**config.mk**
```make
export PLATFORM = sky130hd
export DESIGN_NAME = uart_frame_controller
export DESIGN_NICKNAME = d
export VERILOG_FILES = /design/src/rtl/uart_pkg.sv /design/src/rtl/uart_baud_gen.sv /design/src/rtl/uart_frame_controller.sv
export SDC_FILE = /design/constraint.sdc
export NUM_CORES = 1
export LEC_CHECK = 0
export ABC_AREA = 0
export BUFFER_PORTS_ARGS = -buffer_cell sky130_fd_sc_hd__buf_2
export CORE_MARGIN = 10
export CORE_UTILIZATION = 30
export CTS_CLUSTER_DIAMETER = 40
export CTS_CLUSTER_SIZE = 30
export DETAILED_ROUTE_END_ITERATION = 16
export GPL_ROUTABILITY_DRIVEN = 1
export GPL_TIMING_DRIVEN = 0
export PLACE_DENSITY = 0.52
export SETUP_SLACK_MARGIN = 0.4
export SLEW_MARGIN = 25
export SYNTH_ARGS = -nofsm -noshare
export SYNTH_HDL_FRONTEND = slang
export SYNTH_HIERARCHICAL = 1
export SYNTH_SLANG_ARGS = --single-unit
```
**constraint.sdc**
```tcl
create_clock -name clk_i -period 5.5 [get_ports clk_i]
set_input_delay 1.1 -clock clk_i [delete_from_list [all_inputs] [get_ports clk_i]]
set_output_delay 1.1 -clock clk_i [all_outputs]
set_load 0.02 [all_outputs]
```
**src/rtl/uart_pkg.sv**
```systemverilog
// rtl/uart_pkg.sv - shared encodings and helpers for the UART frame controller
package uart_pkg;

    typedef enum logic [2:0] {
        TX_IDLE,
        TX_START,
        TX_DATA,
        TX_PARITY,
        TX_STOP1,
        TX_STOP2
    } tx_state_e;

    typedef enum logic [2:0] {
        RX_IDLE,
        RX_START,
        RX_DATA,
        RX_PARITY,
        RX_STOP,
        RX_WAIT_IDLE
    } rx_state_e;

    typedef enum logic {
        PARITY_EVEN = 1'b0,
        PARITY_ODD  = 1'b1
    } parity_mode_e;

    localparam int MIN_DATA_LEN = 5;

    function automatic int clamp_len(input int len, input int max_len);
        if (len < MIN_DATA_LEN) return MIN_DATA_LEN;
        if (len > max_len) return max_len;
        return len;
    endfunction

endpackage

```
**src/rtl/uart_baud_gen.sv**
```systemverilog
// rtl/uart_baud_gen.sv - divisor counter producing oversample ticks and a tick phase
module uart_baud_gen #(
    parameter int DIV_SIZE   = 16,
    parameter int OVERSAMPLE = 16
) (
    input  logic                          clk_i,
    input  logic                          rstn_i,
    input  logic                          en_i,
    input  logic                          restart_i,
    input  logic [DIV_SIZE-1:0]           div_i,
    output logic                          tick_o,
    output logic [$clog2(OVERSAMPLE)-1:0] tick_cnt_o
);
    localparam int CNT_W = $clog2(OVERSAMPLE);

    logic [DIV_SIZE-1:0] div_cnt_q, div_cnt_d, div_last;
    logic [CNT_W-1:0]    tick_cnt_q, tick_cnt_d;

    // A divisor of zero behaves like one: every clock is a tick.
    assign div_last   = (div_i == '0) ? '0 : div_i - DIV_SIZE'(1);
    assign tick_o     = en_i && (div_cnt_q >= div_last);
    assign tick_cnt_o = tick_cnt_q;

    always_comb begin
        div_cnt_d  = div_cnt_q;
        tick_cnt_d = tick_cnt_q;
        if (!en_i || restart_i) begin
            div_cnt_d  = '0;
            tick_cnt_d = '0;
        end else if (div_cnt_q >= div_last) begin
            div_cnt_d  = '0;
            tick_cnt_d = (tick_cnt_q == CNT_W'(OVERSAMPLE - 1)) ? '0 : tick_cnt_q + CNT_W'(1);
        end else begin
            div_cnt_d = div_cnt_q + DIV_SIZE'(1);
        end
    end

    always_ff @(posedge clk_i or negedge rstn_i) begin
        if (!rstn_i) begin
            div_cnt_q  <= '0;
            tick_cnt_q <= '0;
        end else begin
            div_cnt_q  <= div_cnt_d;
            tick_cnt_q <= tick_cnt_d;
        end
    end

endmodule

```
**src/rtl/uart_frame_controller.sv**
```systemverilog
// rtl/uart_frame_controller.sv - configurable UART TX/RX frame engines between FIFOs and pins
module uart_frame_controller #(
    parameter int DATA_UART  = 8,
    parameter int DIV_SIZE   = 16,
    parameter int OVERSAMPLE = 16,
    parameter int LEN_W      = $clog2(DATA_UART + 1)
) (
    input  logic                 clk_i,
    input  logic                 rstn_i,
    input  logic                 uart_en_i,
    input  logic [LEN_W-1:0]     uart_data_len_i,
    input  logic                 uart_stop_bits_i,
    input  logic                 uart_parity_bit_i,
    input  logic                 uart_parity_bit_mode_i,
    input  logic [DIV_SIZE-1:0]  uart_baudrate_div_i,
    input  logic                 uart_rx_i,
    output logic                 uart_tx_o,
    input  logic                 tx_load_i,
    input  logic [DATA_UART-1:0] tx_data_i,
    output logic                 tx_pull_o,
    output logic                 tx_busy_o,
    input  logic                 rx_full_i,
    output logic [DATA_UART-1:0] rx_data_o,
    output logic                 rx_push_o,
    output logic                 rx_parity_err_o,
    output logic                 rx_frame_err_o,
    output logic                 rx_break_o,
    output logic                 rx_overrun_o
);
    import uart_pkg::*;

    localparam int CNT_W = $clog2(OVERSAMPLE);
    localparam logic [CNT_W-1:0] LAST_TICK = CNT_W'(OVERSAMPLE - 1);
    localparam logic [CNT_W-1:0] MID_TICK  = CNT_W'(OVERSAMPLE / 2 - 1);

    logic [LEN_W-1:0] len_cfg;
    logic             odd_cfg;

    assign len_cfg = LEN_W'(clamp_len(int'(uart_data_len_i), DATA_UART));
    assign odd_cfg = (parity_mode_e'(uart_parity_bit_mode_i) == PARITY_ODD);

    tx_state_e            tx_state_q;
    logic [DATA_UART-1:0] tx_shift_q;
    logic [LEN_W-1:0]     tx_bit_cnt_q, tx_len_q;
    logic [DIV_SIZE-1:0]  tx_div_q;
    logic                 tx_par_en_q, tx_par_q, tx_stop2_q;
    logic                 tx_tick, tx_bit_done, tx_last_stop, tx_accept;
    logic [CNT_W-1:0]     tx_tick_cnt;

    assign tx_bit_done  = tx_tick && (tx_tick_cnt == LAST_TICK);
    assign tx_last_stop = tx_bit_done &&
                          ((tx_state_q == TX_STOP1 && !tx_stop2_q) || tx_state_q == TX_STOP2);
    // Accepting in the last stop cycle gives gapless back-to-back frames.
    assign tx_accept    = uart_en_i && tx_load_i && (tx_state_q == TX_IDLE || tx_last_stop);

    uart_baud_gen #(.DIV_SIZE(DIV_SIZE), .OVERSAMPLE(OVERSAMPLE)) u_tx_baud (
        .clk_i      (clk_i),
        .rstn_i     (rstn_i),
        .en_i       (uart_en_i),
        .restart_i  (tx_accept),
        .div_i      (tx_div_q),
        .tick_o     (tx_tick),
        .tick_cnt_o (tx_tick_cnt)
    );

    always_ff @(posedge clk_i or negedge rstn_i) begin
        if (!rstn_i) begin
            tx_state_q   <= TX_IDLE;
            tx_shift_q   <= '0;
            tx_bit_cnt_q <= '0;
            tx_len_q     <= '0;
            tx_div_q     <= '0;
            tx_par_en_q  <= 1'b0;
            tx_par_q     <= 1'b0;
            tx_stop2_q   <= 1'b0;
            uart_tx_o    <= 1'b1;
            tx_pull_o    <= 1'b0;
            tx_busy_o    <= 1'b0;
        end else begin
            tx_pull_o <= 1'b0;
            if (!uart_en_i) begin
                tx_state_q <= TX_IDLE;
                uart_tx_o  <= 1'b1;
                tx_busy_o  <= 1'b0;
            end else if (tx_accept) begin
                tx_state_q   <= TX_START;
                tx_shift_q   <= tx_data_i;
                tx_len_q     <= len_cfg;
                tx_div_q     <= uart_baudrate_div_i;
                tx_par_en_q  <= uart_parity_bit_i;
                tx_par_q     <= odd_cfg;
                tx_stop2_q   <= uart_stop_bits_i;
                uart_tx_o    <= 1'b0;
                tx_pull_o    <= 1'b1;
                tx_busy_o    <= 1'b1;
            end else if (tx_bit_done) begin
                case (tx_state_q)
                    TX_START: begin
                        uart_tx_o    <= tx_shift_q[0];
                        tx_par_q     <= tx_par_q ^ tx_shift_q[0];
                        tx_shift_q   <= tx_shift_q >> 1;
                        tx_bit_cnt_q <= LEN_W'(1);
                        tx_state_q   <= TX_DATA;
                    end
                    TX_DATA: begin
                        if (tx_bit_cnt_q == tx_len_q) begin
                            uart_tx_o  <= tx_par_en_q ? tx_par_q : 1'b1;
                            tx_state_q <= tx_par_en_q ? TX_PARITY : TX_STOP1;
                        end else begin
                            uart_tx_o    <= tx_shift_q[0];
                            tx_par_q     <= tx_par_q ^ tx_shift_q[0];
                            tx_shift_q   <= tx_shift_q >> 1;
                            tx_bit_cnt_q <= tx_bit_cnt_q + LEN_W'(1);
                        end
                    end
                    TX_PARITY: begin
                        uart_tx_o  <= 1'b1;
                        tx_state_q <= TX_STOP1;
                    end
                    TX_STOP1: begin
                        if (tx_stop2_q) begin
                            tx_state_q <= TX_STOP2;
                        end else begin
                            tx_state_q <= TX_IDLE;
                            tx_busy_o  <= 1'b0;
                        end
                    end
                    default: begin
                        tx_state_q <= TX_IDLE;
                        tx_busy_o  <= 1'b0;
                    end
                endcase
            end
        end
    end

    rx_state_e            rx_state_q;
    logic [DATA_UART-1:0] rx_shift_q;
    logic [LEN_W-1:0]     rx_bit_cnt_q, rx_len_q;
    logic [DIV_SIZE-1:0]  rx_div_q;
    logic                 rx_sync1_q, rx_sync2_q, rx_prev_q;
    logic                 rx_par_en_q, rx_par_q, rx_perr_q, rx_zero_q;
    logic                 rx_tick, rx_sample, rx_fall, rx_start;
    logic [CNT_W-1:0]     rx_tick_cnt;

    always_ff @(posedge clk_i or negedge rstn_i) begin
        if (!rstn_i) begin
            rx_sync1_q <= 1'b1;
            rx_sync2_q <= 1'b1;
            rx_prev_q  <= 1'b1;
        end else begin
            rx_sync1_q <= uart_rx_i;
            rx_sync2_q <= rx_sync1_q;
            rx_prev_q  <= rx_sync2_q;
        end
    end

    assign rx_fall   = rx_prev_q && !rx_sync2_q;
    assign rx_start  = uart_en_i && (rx_state_q == RX_IDLE) && rx_fall;
    // The generator is restarted on the start edge, so mid-bit is a fixed tick phase.
    assign rx_sample = rx_tick && (rx_tick_cnt == MID_TICK);

    uart_baud_gen #(.DIV_SIZE(DIV_SIZE), .OVERSAMPLE(OVERSAMPLE)) u_rx_baud (
        .clk_i      (clk_i),
        .rstn_i     (rstn_i),
        .en_i       (uart_en_i),
        .restart_i  (rx_start),
        .div_i      (rx_div_q),
        .tick_o     (rx_tick),
        .tick_cnt_o (rx_tick_cnt)
    );

    always_ff @(posedge clk_i or negedge rstn_i) begin
        if (!rstn_i) begin
            rx_state_q      <= RX_IDLE;
            rx_shift_q      <= '0;
            rx_bit_cnt_q    <= '0;
            rx_len_q        <= '0;
            rx_div_q        <= '0;
            rx_par_en_q     <= 1'b0;
            rx_par_q        <= 1'b0;
            rx_perr_q       <= 1'b0;
            rx_zero_q       <= 1'b0;
            rx_data_o       <= '0;
            rx_push_o       <= 1'b0;
            rx_parity_err_o <= 1'b0;
            rx_frame_err_o  <= 1'b0;
            rx_break_o      <= 1'b0;
            rx_overrun_o    <= 1'b0;
        end else begin
            rx_push_o       <= 1'b0;
            rx_parity_err_o <= 1'b0;
            rx_frame_err_o  <= 1'b0;
            rx_break_o      <= 1'b0;
            rx_overrun_o    <= 1'b0;
            if (!uart_en_i) begin
                rx_state_q <= RX_IDLE;
            end else begin
                case (rx_state_q)
                    RX_IDLE: begin
                        if (rx_fall) begin
                            rx_state_q  <= RX_START;
                            rx_len_q    <= len_cfg;
                            rx_div_q    <= uart_baudrate_div_i;
                            rx_par_en_q <= uart_parity_bit_i;
                            rx_par_q    <= odd_cfg;
                        end
                    end
                    RX_START: begin
                        if (rx_sample) begin
                            rx_state_q   <= rx_sync2_q ? RX_IDLE : RX_DATA;
                            rx_shift_q   <= '0;
                            rx_bit_cnt_q <= '0;
                            rx_perr_q    <= 1'b0;
                            rx_zero_q    <= 1'b1;
                        end
                    end
                    RX_DATA: begin
                        if (rx_sample) begin
                            rx_shift_q   <= {rx_sync2_q, rx_shift_q[DATA_UART-1:1]};
                            rx_par_q     <= rx_par_q ^ rx_sync2_q;
                            rx_zero_q    <= rx_zero_q && !rx_sync2_q;
                            rx_bit_cnt_q <= rx_bit_cnt_q + LEN_W'(1);
                            if (rx_bit_cnt_q + LEN_W'(1) == rx_len_q)
                                rx_state_q <= rx_par_en_q ? RX_PARITY : RX_STOP;
                        end
                    end
                    RX_PARITY: begin
                        if (rx_sample) begin
                            rx_perr_q  <= rx_sync2_q ^ rx_par_q;
                            rx_zero_q  <= rx_zero_q && !rx_sync2_q;
                            rx_state_q <= RX_STOP;
                        end
                    end
                    RX_STOP: begin
                        if (rx_sample) begin
                            // Short frames sit in the top bits; shift down to right-align.
                            rx_data_o       <= rx_shift_q >> (DATA_UART - int'(rx_len_q));
                            rx_push_o       <= !rx_full_i;
                            rx_overrun_o    <= rx_full_i;
                            rx_parity_err_o <= rx_par_en_q && rx_perr_q;
                            rx_frame_err_o  <= !rx_sync2_q;
                            rx_break_o      <= rx_zero_q && !rx_sync2_q;
                            rx_state_q      <= rx_sync2_q ? RX_IDLE : RX_WAIT_IDLE;
                        end
                    end
                    RX_WAIT_IDLE: begin
                        if (rx_sync2_q) rx_state_q <= RX_IDLE;
                    end
                    default: rx_state_q <= RX_IDLE;
                endcase
            end
        end
    end

endmodule

```
==> results of run 1 <==
[logic make-up (layout without fill, tap and decap cells)]
| logic type | Yosys count | count (layout) | synth area share, % |
|---|---|---|---|
| other | 0 | 1 | 0 |
| AO/OA/AOI/OAI | 135 | 135 | 11.8 |
| adder cells (fa/ha/maj) | 43 | 43 | 6.79 |
| XOR/XNOR | 70 | 70 | 7.73 |
| buffers and inverters | 61 | 151 | 3.58 |
| multiplexers | 15 | 15 | 1.97 |
| flip-flops | 136 | 136 | 43.0 |
| AND/OR/NAND/NOR | 417 | 417 | 25.2 |
[cell usage after synthesis (all sizes together), types with 3 or more instances]
cell,count
clkbuf,15
nand3,28
nor2,74
or2,4
mux2,5
and3,10
or3,11
buf,18
o31ai,7
nor4,10
xnor2,31
a211oi,6
o22ai,3
inv,28
and2,6
nand2b,10
nand3b,6
dfrtp,132
a22o,22
a31oi,4
nor3b,4
nand4,17
dfstp,4
a21oi,32
nor3,15
xor2,39
nor2b,6
ha,43
nand2,206
mux2i,10
a21o,10
o21ai,35
[power groups by stage]
| stage | sequential, µW | combinational [µW] | clock [µW] |
|---|---|---|---|
| after global routing | 1200 | 689 | 1330 |
| after global placement | 1200 | 577 | 0 |
| after CTS | 1190 | 593 | 1280 |
| after floorplan | 1180 | 441 | 0 |
| after detailed placement | 1200 | 589 | 0 |
| final | 1190 | 591 | 1250 |
[per-stage QoR]
stage | instance area, µm² | util [%]
2_1_floorplan | 7930 | -
3_3_place_gp | 8610 | 33.0
3_5_place_dp | 8640 | 33.2
4_1_cts | 9290 | 35.7
5_1_grt | 9350 | 35.9
6_report | 9350 | 35.9
[routing by layer]
layer | routed length (µm) | vias up | GRT usage [%]
li1 | - | 3162 | -
met5 | 0 | - | 0
met4 | 83 | 0 | 2.57
met3 | 698 | 5 | 3.15
met1 | 9860 | 2970 | 16.1
met2 | 8190 | 76 | 17.0
[layout make-up]
class | count | share of cell area (%)
multi-input cells | 680 | 45.5
flip-flops and latches | 136 | 36.5
clock buffers | 20 | 4.99
well taps | 335 | 4.48
repair buffers | 58 | 3.59
plain buffers | 33 | 1.94
clock inverters | 12 | 1.85
inverters | 28 | 1.12
diodes | 1 | 0.0268
[how the worst min path moves through the flow]
| stage | to | slack [ns] | depth (start not counted) |
|---|---|---|---|
| after floorplan | rx_sync2_q$_DFF_PN1_ | 0.35 | 0 |
| after global placement | rx_sync2_q$_DFF_PN1_ | 0.35 | 0 |
| after detailed placement | rx_sync2_q$_DFF_PN1_ | 0.35 | 0 |
| after CTS | rx_sync2_q$_DFF_PN1_ | 0.36 | 0 |
| after global routing | rx_sync2_q$_DFF_PN1_ | 0.36 | 0 |
| final | rx_sync2_q$_DFF_PN1_ | 0.35 | 0 |
[worst max-delay path, stage by stage, from the launching register on]
cell and delay (ns):
dfrtp_1 0.46, nor4_4 0.41, nand2_2 0.14, or3_2 0.43, xnor2_1 0.15, nand2_1 0.07
ha_1 0.29, nand4_1 0.15, nor4_2 0.36, a221oi_2 0.09, buf_4 0.18, a21boi_1 0.15
nand4_1 0.19, o31ai_2 0.25, nand4_1 0.18, inv_2 0.14, buf_4 0.20, buf_4 0.20
nor2b_1 0.11, nand3_2 0.17, buf_4 0.21, nor2_1 0.07
[registers in the layout (all words and copies together), names as in the netlist, 3 cells and up]
name                  cells
rx_div_q                 16
u_rx_baud/tick_cnt_o      4
tx_div_q                 16
rx_shift_q                8
u_tx_baud/div_cnt_q      16
tx_len_q                  4
u_rx_baud/div_cnt_q      16
rx_len_q                  4
rx_state_q                3
tx_state_q                3
tx_bit_cnt_q              4
rx_bit_cnt_q              4
tx_shift_q                8
u_tx_baud/tick_cnt_o      4
rx_data_o                 8
[what timing repair did]
action                     CTS  global route
hold endpoints to repair     0             0
pin swaps                    1             5
resized for setup            0             7
setup buffers                1             4
setup endpoints to repair   10            18
==> qor.yml, run 1 <==
power:
  p_comb_share_pct: 19.6
  p_switching_uw: 894
  p_clk_share_pct: 41.2
  max-vdd-ir-drop_mv: 0.202
  swShare_pct: 29.6
  leakage_uw: 0.00442
  seq_power_share_pct: 39.2
  p_total_uw: 3020
  power_density_mw_per_mm2: 323
  p_int_uw: 2130
worst_setup_path:
  cp-start-kind: "register"
  r2r-start: "tx_div_q[2]$_DFFE_PN0P_"
  r2r_end: "u_tx_baud/div_cnt_q[13]$_DFF_PN0_"
  crit_start: "tx_div_q[2]$_DFFE_PN0P_"
  arrival_ns: 5.01
  critical_path_class: "reg2reg"
  critPathMaxFanout: 11
  crit_end: "u_tx_baud/div_cnt_q[13]$_DFF_PN0_"
  crit_required_ns: 5.81
  rr_worst_depth: 21
  critPathCaptureType: "register"
  ff2ff_setup_slack_ns: 0.80
floorplan:
  ios: 53
  start_util_pct: 30.4
  num_rows: 59
  core_area_mm2: 0.0261
  die_h_um: 183
  die_w_um: 183
  die_area_mm2: 0.0333
timing:
  fin_worst_skew_ns: 0.00648
  whs_ns: 0.355
  worst_pin_slew_ns: 0.567
  period_needed_ns: 4.70
  slew_headroom_pct: 61.8
  max_freq_mhz: 213
  hold_violations: 0
  setup_slack_ns: 0.796
  tns_ns: 0
  rsz0062_at_grt: "false"
  setup_violations: 0
  slew_violations: 0
  finalCritPeriodShare_pct: 85.5
layout:
  fillers: 2720
  layout_common_cells: "205 x nand2_1, 132 x dfrtp_1, 73 x nor2_1"
  multiInputGateArea_mm2: 0.00426
  ff_latch_area_mm2: 0.00341
  layout_commonest_cell: "nand2_1"
  area_growth_pct: 17.9
  finalNonFillerCells: 1303
  drive_gt1_share_pct: 14.8
  nets: 1034
clock_network:
  holdBufCountCts: 0
  cts_tree: "yes"
  cts.sinks: 136
  cts_max_level: 4
  clockBufferDepth: 2
  root_buffer: "clkbuf_16"
  insertion_delay_ns: 0.42
  cts.clk_slew.worst_paths_ns: 0.06
  cts_buffers: 17
grt:
  grt_max_degree: 87
  overflow: 0
  grt_pass1_wl_um: 31400
  antenna_found_initial: 1
  grt_util_all_layers_pct: 11.5
  grt_pass1_vias: 6239
synthesis:
  synth_ff_type: "dfrtp_1"
  synth_top_area_cell: "dfrtp_1"
  synthCells: 877
  ys_seq_area_share_pct: 43.0
  netlist_area_mm2: 0.00793
  avgSynthCellArea_um2: 9.04
  ys_ff_latch: 136
  synth_enable_flop_cells: 0
  synth.top_cell.area_share_pct: 41.7
  syn_nets: 957
  yosysWarningCount: 6
  ys_top_cells_by_area: "dfrtp_1 42%, nand2_1 9.8%, ha_1 6.8%"
  ys_types: 69
  ys_async_sr_fraction_pct: 100
status:
  status: "finished, final reports clean"
route:
  finalWirelength_um: 18800
  detail-route-antenna-nets: 0
  wire_per_inst_um: 14.5
  dr.first_iter.drc_count: 388
  first_pass_iters: 4
  drc: 0
  vias: 6213
  vias_per_cell: 4.77
placed_design:
  port_buffers: 52
  dp_cells: 1265
  gp_congestion: 0.800
  dpl_worst_slack_ns: 0.380
  dp_hpwl_um: 14000
job:
  drv_cap: 0
worst_hold_path:
  hold_path_class: "reg2reg"
  hold_path.startpoint: "rx_sync1_q$_DFF_PN1_"
Note: power is estimated with default switching activity, not from simulation.
==> run 2: changes to the inputs <==
--- a/config.mk
+++ b/config.mk
@@ -6,15 +6,15 @@
 export NUM_CORES = 1
 export LEC_CHECK = 0
 export ABC_AREA = 0
-export BUFFER_PORTS_ARGS = -buffer_cell sky130_fd_sc_hd__buf_2
 export CORE_MARGIN = 10
 export CORE_UTILIZATION = 30
 export CTS_CLUSTER_DIAMETER = 40
 export CTS_CLUSTER_SIZE = 30
 export DETAILED_ROUTE_END_ITERATION = 16
+export DONT_BUFFER_PORTS = 1
 export GPL_ROUTABILITY_DRIVEN = 1
 export GPL_TIMING_DRIVEN = 0
-export PLACE_DENSITY = 0.52
+export PLACE_DENSITY = 0.51
 export SETUP_SLACK_MARGIN = 0.4
 export SLEW_MARGIN = 25
 export SYNTH_ARGS = -nofsm -noshare
==> qor.yml, run 2 (synthesis results as in run 1) <==
layout:
  nets: 983  # -4.9%
  drive_gt1_share_pct: 9.95  # -4.8 points
  antenna_cells: 0  # -1
  final_util_pct: 34.7  # -1.2 points
  layout_commonest_cell: "nand2_1"
  multiInputGateArea_mm2: 0.00427  # +0.32%
  area_growth_pct: 14.1
  fillers: 2682  # -1.4%
  layout_common_cells: "205 x nand2_1, 132 x dfrtp_1, 73 x nor2_1"
  ff_latch_area_mm2: 0.00341  # unchanged
clock_network:
  holdBufCountCts: 0  # unchanged
  cts.clk_slew.worst_paths_ns: 0.06  # about the same
  cts_buffers: 17  # unchanged
  cts_tree: "yes"
  cts.sinks: 136  # unchanged
  insertion_delay_ns: 0.42  # about the same
  root_buffer: "clkbuf_16"
  clockBufferDepth: 2  # unchanged
  cts_max_level: 4  # unchanged
route:
  dr.first_iter.drc_count: 309  # -20%
  detail-route-antenna-nets: 0  # unchanged
  drc: 0  # unchanged
  wire_per_inst_um: 15.0  # +4.1%
  vias_per_cell: 4.85  # +1.7%
  finalWirelength_um: 18800  # -0.18%
  vias: 6061  # -2.4%
  first_pass_iters: 6  # +2
floorplan:
  die_w_um: 183  # unchanged
  die_h_um: 183  # unchanged
  core_area_mm2: 0.0261  # unchanged
  start_util_pct: 30.4  # unchanged
  num_rows: 59  # unchanged
  ios: 53  # unchanged
  die_area_mm2: 0.0333  # unchanged
job:
  drv_cap: 0  # unchanged
power:
  max-vdd-ir-drop_mv: 0.225  # +11%
  p_total_uw: 2920  # -3.3%
  leakage_uw: 0.00418  # -5.4%
  power_density_mw_per_mm2: 323  # -0.11%
worst_setup_path:
  critical_path_class: "reg2reg"
  crit_required_ns: 5.81  # about the same
  arrival_ns: 5.03  # +0.02 ns
  critPathCaptureType: "register"
  critPathMaxFanout: 11  # unchanged
  cp-start-kind: "register"
timing:
  finalCritPeriodShare_pct: 85.8  # +0.30 points
  rsz0062_at_grt: "false"
  slew_headroom_pct: 57.7  # -4.1 points
  tns_ns: 0  # unchanged
  whs_ns: 0.356  # +0.000849 ns
  slew_violations: 0  # unchanged
  max_freq_mhz: 212  # -0.35%
  fin_worst_skew_ns: 0.0121  # +0.00566 ns
  period_needed_ns: 4.72  # +0.0166 ns
  setup_violations: 0  # unchanged
  hold_violations: 0  # unchanged
  worst_pin_slew_ns: 0.630  # +0.0622 ns
placed_design:
  port_buffers: 0  # -100%
  dp_hpwl_um: 13700  # -2.3%
  gp_congestion: 0.791  # -1.0%
status:
  status: "finished, final reports clean"
grt:
  antenna_found_initial: 0  # -1
  grt_pass1_vias: 6049  # -3.0%
  grt_pass1_wl_um: 31300  # -0.53%
  overflow: 0  # unchanged
  grt_util_all_layers_pct: 11.5  # +0.035 points
  grt_max_degree: 137  # +57%
worst_hold_path:
  hold_path_class: "reg2reg"
-- run 2: stage by stage --
stage | cell area (µm²) | std cells | worst slack, ns
finish | 9050 | 1250 | 0.780
global route | 9050 | 1250 | 0.386
CTS | 8960 | 1244 | 0.453
detailed placement | 8350 | 1212 | 0.399
global placement | 8350 | 1212 | 0.378
floorplan | 7930 | 877 | 1.14
-- run 2: critical path, stage by stage, from the launching register on --
cell      delay [ns]
dfrtp_1         0.45
nor4_4          0.41
nand2_2         0.15
or3_2           0.44
xnor2_1         0.16
nand2_1         0.08
ha_1            0.29
nand4_1         0.18
nor4_4          0.33
a221oi_2        0.09
buf_4           0.18
a21boi_1        0.15
nand4_1         0.19
o31ai_2         0.25
nand4_1         0.16
inv_2           0.14
buf_4           0.20
buf_4           0.20
nand2b_1        0.17
or4_1           0.12
a21oi_1         0.04
a31o_2          0.21
-- run 2: layout make-up --
class | count | area share (%)
Timing Repair Buffer | 7 | 0.581
Clock inverter | 11 | 1.65
Multi-Input combinational cell | 680 | 47.2
Tap cell | 335 | 4.63
Sequential cell | 136 | 37.7
Inverter | 28 | 1.16
Buffer | 33 | 2.05
Clock buffer | 20 | 5.05
-- run 2: what timing repair did --
action | in CTS | in global routing
resized for setup | 1 | 9
pin swaps | 1 | 7
buffers inserted | 1 | 6
hold endpoints to repair | 0 | 0
setup endpoints to repair | 10 | 18
-- run 2: per-layer routing --
metal	share of wire, %	GRT usage (%)	wire length [µm]	up-vias
met4	0.99	2.99	187	0
met1	49	15.0	9200	2904
li1	-	-	-	3067
met5	0	0	0	-
met3	7.4	5.08	1400	17
met2	43	16.9	8010	73
-- run 2: final timing paths --
path | startpoint | endpoint | slack (ns) | depth (start not counted)
worst min-delay path | rx_sync1_q$_DFF_PN1_ | rx_sync2_q$_DFF_PN1_ | 0.36 | 0
min in group asynchronous | rstn_i | rx_shift_q[2]$_DFFE_PN0P_ | 0.37 | 0
worst max register to register | tx_div_q[2]$_DFFE_PN0P_ | u_tx_baud/tick_cnt_o[3]$_DFFE_PN0P_ | 0.78 | 21
worst max-delay path | tx_div_q[2]$_DFFE_PN0P_ | u_tx_baud/tick_cnt_o[3]$_DFFE_PN0P_ | 0.78 | 21
max in group asynchronous | rstn_i | rx_div_q[7]$_DFFE_PN0P_ | 4.84 | 0
worst min register to register | rx_sync1_q$_DFF_PN1_ | rx_sync2_q$_DFF_PN1_ | 0.36 | 0
-- run 2: where the power goes --
group	internal (µW)	total, µW	switching, µW
combinational	232	548	316
sequential	1090	1190	98.7
clock	735	1180	450
==> run 3: changes to the inputs <==
==> constraint.sdc (replaced) <==
create_clock -name clk_i -period 5.4 [get_ports clk_i]
set_input_delay 1.08 -clock clk_i [delete_from_list [all_inputs] [get_ports clk_i]]
set_output_delay 1.08 -clock clk_i [all_outputs]
set_load 0.02 [all_outputs]
==> qor.yml, run 3 (synthesis results as in run 1) <==
power:
  power_density_mw_per_mm2: 328  # +1.7%
  p_int_uw: 2100  # +2.0%
  p_comb_share_pct: 18.8  # about the same
  p_clk_share_pct: 40.5  # about the same
  max-vdd-ir-drop_mv: 0.229  # +2.0%
  seq_power_share_pct: 40.7  # about the same
  leakage_uw: 0.00419  # +0.26%
  p_total_uw: 2980  # +2.0%
  swShare_pct: 29.6  # about the same
  p_switching_uw: 880  # +1.9%
placed_design:
  dp_cells: 1212  # unchanged
  gp_congestion: 0.791  # unchanged
  port_buffers: 0  # unchanged
  dp_hpwl_um: 13700  # unchanged
grt:
  met1_usage_pct: 15.0  # unchanged
  busiest_layer: "met2"
  use_met3_pct: 5.08  # unchanged
  use_met2_pct: 16.9  # unchanged
  grt_pass1_wl_um: 31300  # unchanged
  antenna_found_initial: 0  # unchanged
  overflow: 0  # unchanged
  grt_pass1_vias: 6049  # unchanged
  grt_util_all_layers_pct: 11.5  # unchanged
  grt_max_degree: 137  # unchanged
worst_setup_path:
  crit_required_ns: 5.71  # -0.10 ns
  arrival_ns: 4.97  # -0.06 ns
  critical_path_class: "reg2reg"
  cpMostUsedCell: "nand4_1"
  critical_path.cell_chain: "nor4_4, nand2_2, or3_2, xnor2_1, nand2_1, ha_1, nand4_1, nor4_4, a221oi_2, buf_4, a21boi_1, nand4_1, o31ai_2, nand4_1, inv_2, buf_6, buf_4, nand2b_1, or4_1, a21oi_1, a31o_2"
  cp_slowest_cell: "or3_2"
  critPathCaptureType: "register"
  cp-start-kind: "register"
  slowest_delay_ns: 0.44  # about the same
  critPathMaxFanout: 11  # unchanged
timing:
  rsz0062_at_grt: "false"
  slew_headroom_pct: 58.2  # +0.54 points
  hold_violations: 0  # unchanged
  setup_violations: 0  # unchanged
  finalCritPeriodShare_pct: 86.3  # +0.50 points
  whs_ns: 0.349  # -0.00636 ns
  tns_ns: 0  # unchanged
  period_needed_ns: 4.66  # -0.0587 ns
  fin_worst_skew_ns: 0.0113  # -0.000874 ns
  slew_violations: 0  # unchanged
  worst_pin_slew_ns: 0.622  # -0.00800 ns
  max_freq_mhz: 215  # +1.3%
route:
  drc: 0  # unchanged
  vias: 6030  # -0.51%
  vias_per_cell: 4.82  # -0.67%
  detail-route-antenna-nets: 0  # unchanged
  finalWirelength_um: 18800  # +0.21%
  wire_per_inst_um: 15.0  # about the same
  first_pass_iters: 4  # -2
  dr.first_iter.drc_count: 321  # +3.9%
floorplan:
  core_area_mm2: 0.0261  # unchanged
  start_util_pct: 30.4  # unchanged
  num_rows: 59  # unchanged
  die_area_mm2: 0.0333  # unchanged
  die_h_um: 183  # unchanged
  die_w_um: 183  # unchanged
  ios: 53  # unchanged
layout:
  layout_commonest_cell: "nand2_1"
  final_util_pct: 34.8  # +0.10 points
  fillers: 2681  # -0.037%
  nets: 985  # +0.20%
  antenna_cells: 0  # unchanged
  ff_latch_area_mm2: 0.00341  # about the same
  layout_common_cells: "205 x nand2_1, 131 x dfrtp_1, 73 x nor2_1"
  multiInputGateArea_mm2: 0.00428  # +0.15%
  area_growth_pct: 14.5
  finalNonFillerCells: 1252  # +0.16%
  drive_gt1_share_pct: 10.4  # +0.41 points
clock_network:
  cts_buffers: 17  # unchanged
  cts.clk_slew.worst_paths_ns: 0.06  # about the same
  holdBufCountCts: 0  # unchanged
  cts.sinks: 136  # unchanged
  root_buffer: "clkbuf_16"
  insertion_delay_ns: 0.42  # about the same
  clockBufferDepth: 2  # unchanged
  cts_max_level: 4  # unchanged
  cts_tree: "yes"
job:
  drv_cap: 0  # unchanged
worst_hold_path:
  hold_path_class: "in2async"
status:
  status: "finished, final reports clean"
run 3: cell count changes in the layout (fill, tap and decap cells not counted), sizes merged:
cell / before / now
buf: 25 / 27
run 3: power groups by stage:
stage          sequential [µW]  clock, µW  combinational, µW
2_1_floorplan             1200          0                449
3_3_place_gp              1230          0                542
3_5_place_dp              1230          0                549
4_1_cts                   1210       1240                556
5_1_grt                   1230       1290                652
6_report                  1210       1210                560
run 3: routing by layer:
layer	wire length, µm	vias up
met3	1410	15
met4	173	0
met5	0	-
li1	-	3070
met1	9190	2870
met2	8060	75
run 3: final cells by class:
| class | count | area share [%] |
|---|---|---|
| multi-input combinational | 680 | 47.1 |
| sequential | 136 | 37.6 |
| clock buffer | 20 | 5.03 |
| tap | 335 | 4.62 |
| buffer | 33 | 2.08 |
| clock inverter | 11 | 1.64 |
| inverter | 28 | 1.16 |
| timing repair buffer | 9 | 0.745 |
run 3: worst max-delay path: cells and delay by family, from the launching register on:
family / cells / cell delay (ns)
fa+ha+maj: 1 / 0.29
flops: 1 / 0.43
compound gates: 5 / 0.75
simple gates: 10 / 2.26
xor+xnor: 1 / 0.16
buf+inv: 4 / 0.67
run 3: repair_timing:
action	CTS	global route
pin swaps	1	7
setup buffers	1	8
endpoints found under the setup margin	11	42
gates resized for setup	2	10
run 3: worst paths after layout:
| check | from | end | slack (ns) | cells past startpoint |
|---|---|---|---|---|
| min | rstn_i | rx_shift_q[2]$_DFFE_PN0P_ | 0.35 | 0 |
| min in group clk_i | rx_sync1_q$_DFF_PN1_ | rx_sync2_q$_DFF_PN1_ | 0.36 | 0 |
| max reg2reg | tx_div_q[5]$_DFFE_PN0P_ | u_tx_baud/tick_cnt_o[3]$_DFFE_PN0P_ | 0.74 | 21 |
| max | tx_div_q[5]$_DFFE_PN0P_ | u_tx_baud/tick_cnt_o[3]$_DFFE_PN0P_ | 0.74 | 21 |
| min reg2reg | rx_sync1_q$_DFF_PN1_ | rx_sync2_q$_DFF_PN1_ | 0.36 | 0 |
| max in group asynchronous | rstn_i | rx_div_q[7]$_DFFE_PN0P_ | 4.77 | 0 |
run 3: stage by stage:
stage / instance area (µm²) / worst slack [ns]
after floorplan: 7930 / 1.04
after global placement: 8350 / 0.278
after detailed placement: 8350 / 0.299
after CTS: 8970 / 0.422
after global routing: 9070 / 0.369
final: 9070 / 0.738
